`src/rtl/incrementor_pkg.sv`:
```
// Shared arithmetic package for the incrementor and its adder/subtractor
// siblings.
//   INC_WIDTH  : default operand width for the incrementor.
//   ARITH_MAXW : widest operand any helper here can describe.
//   all_ones() : returns the all-ones value for a given width. The value is
//                right-aligned in an ARITH_MAXW-bit word, so callers
//                truncate it to their own width.
package incrementor_pkg;

  localparam int INC_WIDTH  = 4;
  localparam int ARITH_MAXW = 64;

  function automatic logic [ARITH_MAXW-1:0] all_ones(input int unsigned w);
    logic [ARITH_MAXW-1:0] ones;
    ones = '1;
    if (w >= ARITH_MAXW) return ones;
    return ones >> (ARITH_MAXW - w);
  endfunction

endpackage

```
`src/rtl/incrementor_if.sv`:
```
// Operand/result bundle for the incrementor.
//   in_valid : operand qualifier
//   inp      : unsigned operand
//   out_valid: result qualifier
//   o        : registered result
//   carry    : registered carry-out / saturation flag
// The master modport is the producer side (drives the operand). The slave
// modport is the incrementor.
interface incrementor_if #(
  parameter int WIDTH = 4
);
  logic             in_valid;
  logic [WIDTH-1:0] inp;
  logic             out_valid;
  logic [WIDTH-1:0] o;
  logic             carry;

  modport master (output in_valid, output inp,
                  input  out_valid, input o, input carry);
  modport slave  (input  in_valid, input inp,
                  output out_valid, output o, output carry);
endinterface

```
`src/rtl/incrementor_core.sv`:
```
// Combinational +1 core: a ripple chain of half adders with carry-in = 1.
//   a    : operand
//   sum  : a + 1 truncated to WIDTH
//   cout : carry-out of the MSB stage (set only when a is all-ones)
module incrementor_core #(
  parameter int WIDTH = 4
) (
  input  logic [WIDTH-1:0] a,
  output logic [WIDTH-1:0] sum,
  output logic             cout
);

  // c[i] is the carry into bit i. The constant 1 into bit 0 is the "+1".
  logic [WIDTH:0] c;

  assign c[0] = 1'b1;

  for (genvar i = 0; i < WIDTH; i++) begin : g_ha
    assign sum[i]  = a[i] ^ c[i];
    assign c[i+1]  = a[i] & c[i];
  end

  assign cout = c[WIDTH];

endmodule

```
`src/rtl/incrementor.sv`:
```
// Registered unsigned incrementor: o = inp + 1, with a one-cycle latency and
// full throughput.
//   clk   : rising-edge clock
//   rst_n : asynchronous active-low reset. It clears o, carry and out_valid.
//   bus   : incrementor_if slave (in_valid/inp in; out_valid/o/carry out)
// SATURATE=0 wraps all-ones to zero. SATURATE=1 holds all-ones. In both
// modes carry is set when the operand was all-ones.
module incrementor
  import incrementor_pkg::*;
#(
  parameter int WIDTH    = INC_WIDTH,
  parameter bit SATURATE = 1'b0
) (
  input  logic clk,
  input  logic rst_n,
  incrementor_if.slave bus
);

  localparam int STAGES = 1;
  localparam logic [WIDTH-1:0] ONES = WIDTH'(all_ones(WIDTH));

  logic [WIDTH-1:0] sum;
  logic             cout;

  incrementor_core #(.WIDTH(WIDTH)) u_core (
    .a    (bus.inp),
    .sum  (sum),
    .cout (cout)
  );

  logic [WIDTH-1:0] o_d, o_q;
  logic             carry_d, carry_q;

  // The carry-out is only ever set for an all-ones operand. In saturate
  // mode, that case is clamped back to all-ones.
  always_comb begin
    o_d     = sum;
    carry_d = cout;
    if (SATURATE && cout) o_d = ONES;
  end

  // vld_pipe[0] is the live input qualifier. The higher bits are registered.
  logic [STAGES:1] vld_q;
  logic [STAGES:0] vld_pipe;

  assign vld_pipe = {vld_q, bus.in_valid};

  always_ff @(posedge clk or negedge rst_n) begin
    if (!rst_n) begin
      vld_q <= '0;
    end else begin
      vld_q <= vld_pipe[STAGES-1:0];
    end
  end

  // The data registers load only on a valid operand, so an X operand while
  // idle never reaches state.
  always_ff @(posedge clk or negedge rst_n) begin
    if (!rst_n) begin
      o_q     <= '0;
      carry_q <= 1'b0;
    end else if (bus.in_valid) begin
      o_q     <= o_d;
      carry_q <= carry_d;
    end
  end

  assign bus.o         = o_q;
  assign bus.carry     = carry_q;
  assign bus.out_valid = vld_pipe[STAGES];

endmodule

```
`src/flat_wrapper.sv`:
```
// flat-port wrapper written by rule: the top's interface ports become plain ports
module incrementor_flat import incrementor_pkg::*;
#(
  parameter int WIDTH    = INC_WIDTH,
  parameter bit SATURATE = 1'b0
)
  (clk, rst_n, bus_in_valid, bus_inp, bus_out_valid, bus_o, bus_carry);
  incrementor_if #(.WIDTH(WIDTH)) bus_i ();
  input  logic clk;
  input  logic rst_n;
  input wire logic [$bits(bus_i.in_valid)-1:0] bus_in_valid;
  input wire logic [$bits(bus_i.inp)-1:0] bus_inp;
  output wire logic [$bits(bus_i.out_valid)-1:0] bus_out_valid;
  output wire logic [$bits(bus_i.o)-1:0] bus_o;
  output wire logic [$bits(bus_i.carry)-1:0] bus_carry;
  assign bus_i.in_valid = bus_in_valid;
  assign bus_i.inp = bus_inp;
  assign bus_out_valid = bus_i.out_valid;
  assign bus_o = bus_i.o;
  assign bus_carry = bus_i.carry;
  incrementor #(.WIDTH(WIDTH), .SATURATE(SATURATE)) u_core (.clk(clk), .rst_n(rst_n), .bus(bus_i));
endmodule
```
`config.mk`:
```
export PLATFORM = sky130hd
export DESIGN_NAME = incrementor_flat
export DESIGN_NICKNAME = d
export VERILOG_FILES = /design/src/rtl/incrementor_pkg.sv /design/src/rtl/incrementor_if.sv /design/src/rtl/incrementor_core.sv /design/src/rtl/incrementor.sv /design/src/flat_wrapper.sv
export SDC_FILE = /design/constraint.sdc
export NUM_CORES = 1
export LEC_CHECK = 0
export BUFFER_PORTS_ARGS = -buffer_cell sky130_fd_sc_hd__buf_2
export CORE_AREA = 2 2 39 41
export DETAILED_ROUTE_END_ITERATION = 6
export DIE_AREA = 0 0 41 43
export GPL_TIMING_DRIVEN = 0
export HOLD_SLACK_MARGIN = 0.05
export PLACE_DENSITY = 0.52
export SLEW_MARGIN = 20
export SYNTH_ARGS = -nofsm -noshare
export SYNTH_HDL_FRONTEND = slang
export SYNTH_SLANG_ARGS = --single-unit
export TNS_END_PERCENT = 20
```
`constraint.sdc`:
```
create_clock -name clk -period 0.8 [get_ports clk]
set_input_delay 0.12 -clock clk [delete_from_list [all_inputs] [get_ports clk]]
set_output_delay 0.12 -clock clk [all_outputs]
set_load 0.1 [all_outputs]
```
==> results of run 1 <==
## timing repair
action                                  in CTS  in global routing
hold buffers                                 1                  0
endpoints found under the hold margin        6                  0
endpoints found under the setup margin      10                 10
gates resized for setup                     25                  0
## cells by family (layout without fill, tap and decap cells)
group                      after synthesis  count (layout)  synth area share, %
adders and majority gates                3               3                 15.2
buffers and inverters                    1              18                 1.52
muxes                                    5               5                 22.3
DFF                                      6               6                 60.9
## final timing paths
kind	from	end	depth (start not counted)
worst max-delay path	u_core.bus.o[1]	bus_o[1]	1
worst min register to register	u_core.bus.carry	u_core.bus.carry	1
max in group asynchronous	rst_n	u_core.bus.o[3]	2
min in group asynchronous	rst_n	u_core.bus.o[1]	2
worst max register to register	u_core.bus.o[3]	u_core.bus.o[3]	1
worst min-delay path	bus_in_valid	u_core.bus.out_valid	1
## Yosys cell counts, drive strengths merged
| cell type | n |
|---|---|
| dfrtp | 6 |
| inv | 1 |
| mux2i | 1 |
| ha | 3 |
| mux2 | 4 |
## state kept, by name (all words and copies together) (netlist names)
name	cells
u_core.bus.carry	1
u_core.bus.out_valid	1
u_core.bus.o	4
## metal layers
layer	track usage, %	routed length (um)
met5	0	0
met4	2.00	0
met3	9.42	101
met2	13.4	294
met1	9.24	206
## placed cells by master (no fill, tap or decap)
master                          instances
sky130_fd_sc_hd__clkbuf_4               3
sky130_fd_sc_hd__buf_12                 5
sky130_fd_sc_hd__dlygate4sd3_1          1
sky130_fd_sc_hd__buf_8                  1
sky130_fd_sc_hd__dfrtp_1                1
sky130_fd_sc_hd__clkbuf_1               1
sky130_fd_sc_hd__ha_4                   3
sky130_fd_sc_hd__mux2_2                 3
sky130_fd_sc_hd__dfrtp_4                4
sky130_fd_sc_hd__mux2_4                 1
sky130_fd_sc_hd__mux2i_1                1
sky130_fd_sc_hd__buf_2                  6
sky130_fd_sc_hd__inv_1                  1
sky130_fd_sc_hd__dfrtp_2                1
## through the flow
step	std cells	utilization (%)
finish	48	36.5
global route	48	36.5
CTS	48	36.5
detailed placement	43	26.3
global placement	43	26.3
floorplan	15	-
## power by group through the flow
stage,clock [uW],sequential (uW),combinational (uW)
after floorplan,0,611,44.3
after global placement,0,370,347
after detailed placement,0,374,354
after CTS,313,389,466
after global routing,330,394,487
final,301,390,468
## final cells by class
| type | count | area (um^2) |
|---|---|---|
| fill | 130 | 878 |
| inverter | 1 | 3.75 |
| timing repair buffer | 13 | 155 |
| tap | 16 | 20.0 |
| multi-input combinational | 8 | 134 |
| clock buffer | 4 | 26.3 |
| sequential | 6 | 166 |
==> summary by stage, run 1 <==
Timing
Headroom to the max-slew limit came out at 90.1%. For the finished layout, the period the worst path requires is around 1 ns. The post-layout worst setup margin is -0.229 ns.

The summed negative setup slack over all endpoints is -1.45 ns. Setup violations remaining at the end of the flow were counted as 10. The transition time at the pin with the least slew margin is 0.144 ns. The count of pins over their slew limit is 0.

Setup repair after global routing could not meet its margin everywhere. For this run, the top clock speed supported by timing is 972 MHz. The worst setup skew after layout is 0 ns. The worst hold slack is a little over 0.09 ns.

The final count of hold timing violations was 0. The final critical-path share of the clock period is 129%.

Worst setup path
STA classifies the critical path endpoint as a primary output. The stage delay of the slowest cell on the critical path is a little under 0.5 ns. The largest individual stage delay along the critical path comes from the cell sky130_fd_sc_hd__dfrtp_4.

Data on the critical path is required at its endpoint by 0.68 ns. STA puts the critical path data arrival time at slightly above 0.9 ns. Walking the worst path, the cells encountered are buf_12. On the critical path the largest part of the delay comes from flip-flops. Counting both buffers and inverters, the worst setup path holds a total of 1. The startpoint type of the worst setup path is a flip-flop. The reg2reg setup slack is -0.08 ns. The type of the worst setup path is reg -> out. Of all nets on the critical path, the largest fanout is 2.

Power
Combinational logic is responsible for roughly two fifths of the overall power. Summed over all cells, the static leakage comes to 0.000219 uW. Internal power comes to between 700 and 800 uW.

The total power of the final layout is ~1200 uW. The part of the total power dissipated in the clock network is 26.0%. The fraction of power consumed by sequential logic is between 30 and 40%. The net switching component of the power is roughly 440 uW. The worst ir drop on vdd is about 1200 uV. Net switching is between 30% and 40% of the power.

The power density over the cells is 2290 nW/um^2.

Place
OpenSTA, run right after detailed placement, puts the worst setup slack at -0.373 ns. In this run the cell area measured after placement is about 360 um^2. The routability-driven placement congestion ratio is approximately 0.64. The count of input and output buffers is 12.

Floorplan
Row generation in the floorplan step produced 14 rows. The die covers roughly 1800 um^2. The floorplan step set the die width to slightly above 40 um.

The initial utilization of the core area, before any placement, comes to 17.8%. 13 I/O pins were placed. The core region is 1380 um^2. The die outline height is 43 um.

Global route
The largest net degree at the start of global routing is 7. The number of global-route vias before repair is 220. The first global-routing pass estimated approximately 950 um of wire. The initial antenna violation count came to 0. Global routing used 9.31% of the available tracks across all layers. Summed over all layers, the global routing overflow is 0.

Cells and area
After routing the design area is 505 um^2. Relative to the synthesized area, the layout overhead comes to 105%. The post-route netlist has a little over four fifths of its cells at a drive strength greater than 1. The antenna cell count is 0. After the last flow step, the layout net total stands at between 40 and 50.

Logic synthesis
When the netlist entered floorplanning its net count stood at 25. The biggest area contributor in the post-synthesis netlist is sky130_fd_sc_hd__dfrtp_1. In this run, distinct cell masters in the synthesized netlist total 5.

After synthesis the cells add up to roughly 250 um^2. Sequential elements use ~60% of the synthesized area. The cell count after synthesis came out at 15. Sorting the synthesized cells by area gives the leading types as sky130_fd_sc_hd__dfrtp_1, sky130_fd_sc_hd__mux2_2, sky130_fd_sc_hd__ha_1, sky130_fd_sc_hd__mux2i_1, sky130_fd_sc_hd__inv_1. Yosys printed 0 warnings.

The synthesized design contains 6 register bits. The synthesized area divided by synthesized cell count is ~16 um^2. The top cell type by area accounts for about three fifths of the synthesized area.

Drt
For this run, design rule violations remaining after detail routing come to 0. The number of antenna-violating nets in the routed design is 0. The first detailed-routing pass ran for 2 iterations. The routed wire length per instance is approximately 13 um. The routed via count divided by cell count is ~3.9.

Summed over all layers, the routed wires come to between 600 and 700 um. The detailed router placed approximately 190 vias in this run. The violation count after the first detailed-routing iteration is 3.

Clock network
The maximum root-to-sink buffer count is 2. The CTS clock-pin slew for the worst setup and hold paths is roughly 0.05 ns. The number of setup buffers added after CTS is 0. The clock tree from TritonCTS is yes. The number of H-tree levels is 1. The root buffer selected by CTS is sky130_fd_sc_hd__clkbuf_4. Clock tree synthesis found a total of 6 sinks. The source-to-sink clock delay at the later pin of the worst-skew pair is between 0.2 and 0.25 ns. The number of buffers created by CTS is 3.

Flow run
The number of max-capacitance violations reported is 0.

Status
The flow ran to the end, but the final reports show violations. The checks that failed: negative setup slack.

Min path
The class of the tightest hold or removal check is in -> reg.
Power figures use the tool's default switching activity.
==> run 2: changes to the inputs <==
--- a/config.mk
+++ b/config.mk
@@ -7,6 +7,7 @@
 export LEC_CHECK = 0
 export BUFFER_PORTS_ARGS = -buffer_cell sky130_fd_sc_hd__buf_2
 export CORE_AREA = 2 2 39 41
+export CTS_BUF_LIST = sky130_fd_sc_hd__clkbuf_16
 export DETAILED_ROUTE_END_ITERATION = 6
 export DIE_AREA = 0 0 41 43
 export GPL_TIMING_DRIVEN = 0
==> run 2 against run 1 <==
  * Critical path depth did not move
  * Global-route usage grew 0.19 points
  * Clock power grew to 2.7 times the previous value
  * Largest cell class is now buffers
  * Cell count did not move
  * Power rose by 44%
  * Clock skew stayed put
  * Hold slack got worse by 0.0078 ns
  * The flow still finishes with violations (negative setup slack)
==> summary by stage, run 2 (synthesis results as in run 1) <==
Global route
The initial antenna violation count is 0 (unchanged). The largest net degree at the start of global routing was 7 (unchanged). The global-route usage over all layers came to 9.50% (+0.19 points).

The number of global-route vias before repair is 213 (-3.2%). The first-pass GRT wire length is 966 um (+1.5%). The total grt overflow is 0 (unchanged).

Cells and area
Relative to the synthesized area, the layout overhead comes to 131%. The number of flip-flops under the largest register name is 4 (unchanged). The commonest non-fill, non-tap cell in the layout is sky130_fd_sc_hd__buf_12.

The number of filler instances in the final layout is 126 (-3.1%). The top cell types in the final layout, fill and taps aside, are sky130_fd_sc_hd__buf_12, sky130_fd_sc_hd__buf_2, sky130_fd_sc_hd__dfrtp_4. The number of nets in the layout was 43 (unchanged).

The antenna cell count was 0 (unchanged). The share of layout cells above drive strength 1 is 84.4% (unchanged).

Timing
The count of pins over their slew limit was 0 (unchanged). Setup repair after global routing could not meet its margin everywhere. The post-layout worst setup margin is -0.207 ns (+0.0224 ns). The transition time at the pin with the least slew margin came to 0.140 ns (-0.00461 ns). The fmax is 994 MHz (+2.2%). The final critical-path share of the clock period was 126% (-2.8 points). The worst setup skew after layout is 0 ns (unchanged). The number of failing setup endpoints in the final timing report is 10 (unchanged). The final critical delay including setup and external delays is 1.01 ns (-0.0224 ns). The final count of hold timing violations is 0 (unchanged). The normalized max-slew margin came to 90.4% (+0.32 points).

Drt
The wire length after detailed routing is 595 um (-1.0%). The detailed-route DRC error count is 0 (unchanged). The routed via count divided by cell count came to 4.02 (+3.2%). The routed wire length per instance is 12.4 um (-1.0%). The number of antenna-violating nets in the routed design is 0 (unchanged). The via count was 193 (+3.2%). The violation count after the first detailed-routing iteration is 0 (-3). The detailed-routing iteration count for the pre-antenna-repair pass was 1 (-1).

Worst setup path
The type of the worst setup path is reg -> out. The type of element capturing the critical path is a primary output. The data required time of the worst path was 0.68 ns (about the same). The largest fanout on the critical path came to 2 (unchanged). STA classifies the critical path startpoint as a flip-flop. The arrival time at the worst endpoint is 0.89 ns (-0.02 ns). Walking the worst path, the cells encountered are buf_12. The top cell family by delay on the critical path is flip-flops.

The number of buffer and inverter instances along the worst setup path is 1 (unchanged). The slowest stage of the critical path is the sky130_fd_sc_hd__dfrtp_4 cell. The stage delay of the slowest cell on the critical path is 0.48 ns (about the same).

Floorplan
The top-level I/O count is 13 (unchanged). The number of cell rows was 14 (unchanged). The area of the die is 1760 um^2 (unchanged). The initial standard-cell utilization of the core is 17.8% (unchanged). The die outline height came to 43 um (unchanged).

The placeable core region came to 1380 um^2 (unchanged). The die boundary width is 41 um (unchanged).

Power
The worst ir drop on vdd is 1690 uV (+43%). The power density over the cells is 2920 nW/um^2 (+27%). The leakage power total is 0.000250 uW (+14%).

The total power of the final layout is 1670 uW (+44%).

Status
The final reports fail on negative setup slack. The flow ran to the end, but the final reports show violations.

Clock network
The source-to-sink clock delay at the later pin of the worst-skew pair is 0.22 ns (-0.02 ns). TritonCTS built the clock tree. The clock sink count came to 6 (unchanged). The CTS clock-pin slew for the worst setup and hold paths is 0.03 ns (-0.02 ns). The cell sitting at the root of the clock tree is a sky130_fd_sc_hd__clkbuf_16.

The number of H-tree levels was 1 (unchanged). The maximum root-to-sink buffer count is 2 (unchanged). The number of buffers created by CTS came to 3 (unchanged).

Min path
The tightest min-delay check is of the in -> reg type.

Flow run
The number of max-capacitance violations reported came to 0 (unchanged).

Place
The count of input and output buffers is 12 (unchanged). The routability-driven placement congestion ratio is 0.640 (unchanged). The worst slack after detailed placement is -0.373 ns (unchanged).
run 2: cell types whose count changed in the layout (fill, tap and decap cells not counted):
cell / change
sky130_fd_sc_hd__buf_6: +2
sky130_fd_sc_hd__inv_1: +1
sky130_fd_sc_hd__buf_2: -2
sky130_fd_sc_hd__clkbuf_4: -3
sky130_fd_sc_hd__clkbuf_16: +3
sky130_fd_sc_hd__clkbuf_1: -1
run 2: what timing repair did:
item                       4_1_cts  5_1_grt
pin swaps                        2        0
setup buffers                    0        0
setup endpoints to repair       10       10
hold endpoints to repair         6        0
gates resized for setup         26        2
hold buffers                     1        0
run 2: through the flow:
| step | TNS, ns | hold slack (ns) | instances | utilization (%) | instance area (um^2) |
|---|---|---|---|---|---|
| floorplan | -1.22 | -0.176 | 15 | - | 284 |
| global placement | -1.51 | -0.0581 | 43 | 26.3 | 364 |
| detailed placement | -1.61 | -0.0524 | 43 | 26.3 | 364 |
| CTS | -1.33 | 0.0866 | 48 | 40.6 | 562 |
| global route | -1.47 | 0.0982 | 48 | 41.2 | 571 |
| finish | -1.30 | 0.0856 | 48 | 41.2 | 571 |
run 2: cell type report:
cell class,count,area [um^2],share of cell area [%]
multi-input combinational,8,134,23.5
sequential,6,166,29.2
clock inverter,1,3.75,0.658
tap,16,20.0,3.51
timing repair buffer,13,168,29.4
clock buffer,3,75.1,13.2
inverter,1,3.75,0.658
run 2: power by group:
part / internal (uW) / switching, uW
logic: 180 / 292
clock network: 647 / 157
registers: 355 / 35.9
total: 1180 / 485
run 2: per-layer routing:
metal  share of wire [%]  global-route usage [%]  vias up
li1                    -                       -       86
met4                 1.7                    4.00        0
met1                  32                    8.55       89
met5                   0                       0        -
met3                  16                    8.90        2
met2                  49                    14.1       16
run 2: worst paths after layout:
check	start	to	slack (ns)	cells after the start
worst max register to register	u_core.bus.o[1]	u_core.bus.o[1]	-0.08	1
min in group asynchronous	rst_n	u_core.bus.o[2]	0.26	2
worst min register to register	u_core.bus.carry	u_core.bus.carry	0.59	1
worst min-delay path	bus_inp[0]	u_core.bus.o[0]	0.09	2
worst max-delay path	u_core.bus.o[1]	bus_o[1]	-0.21	1
max in group asynchronous	rst_n	u_core.bus.o[3]	0.38	2
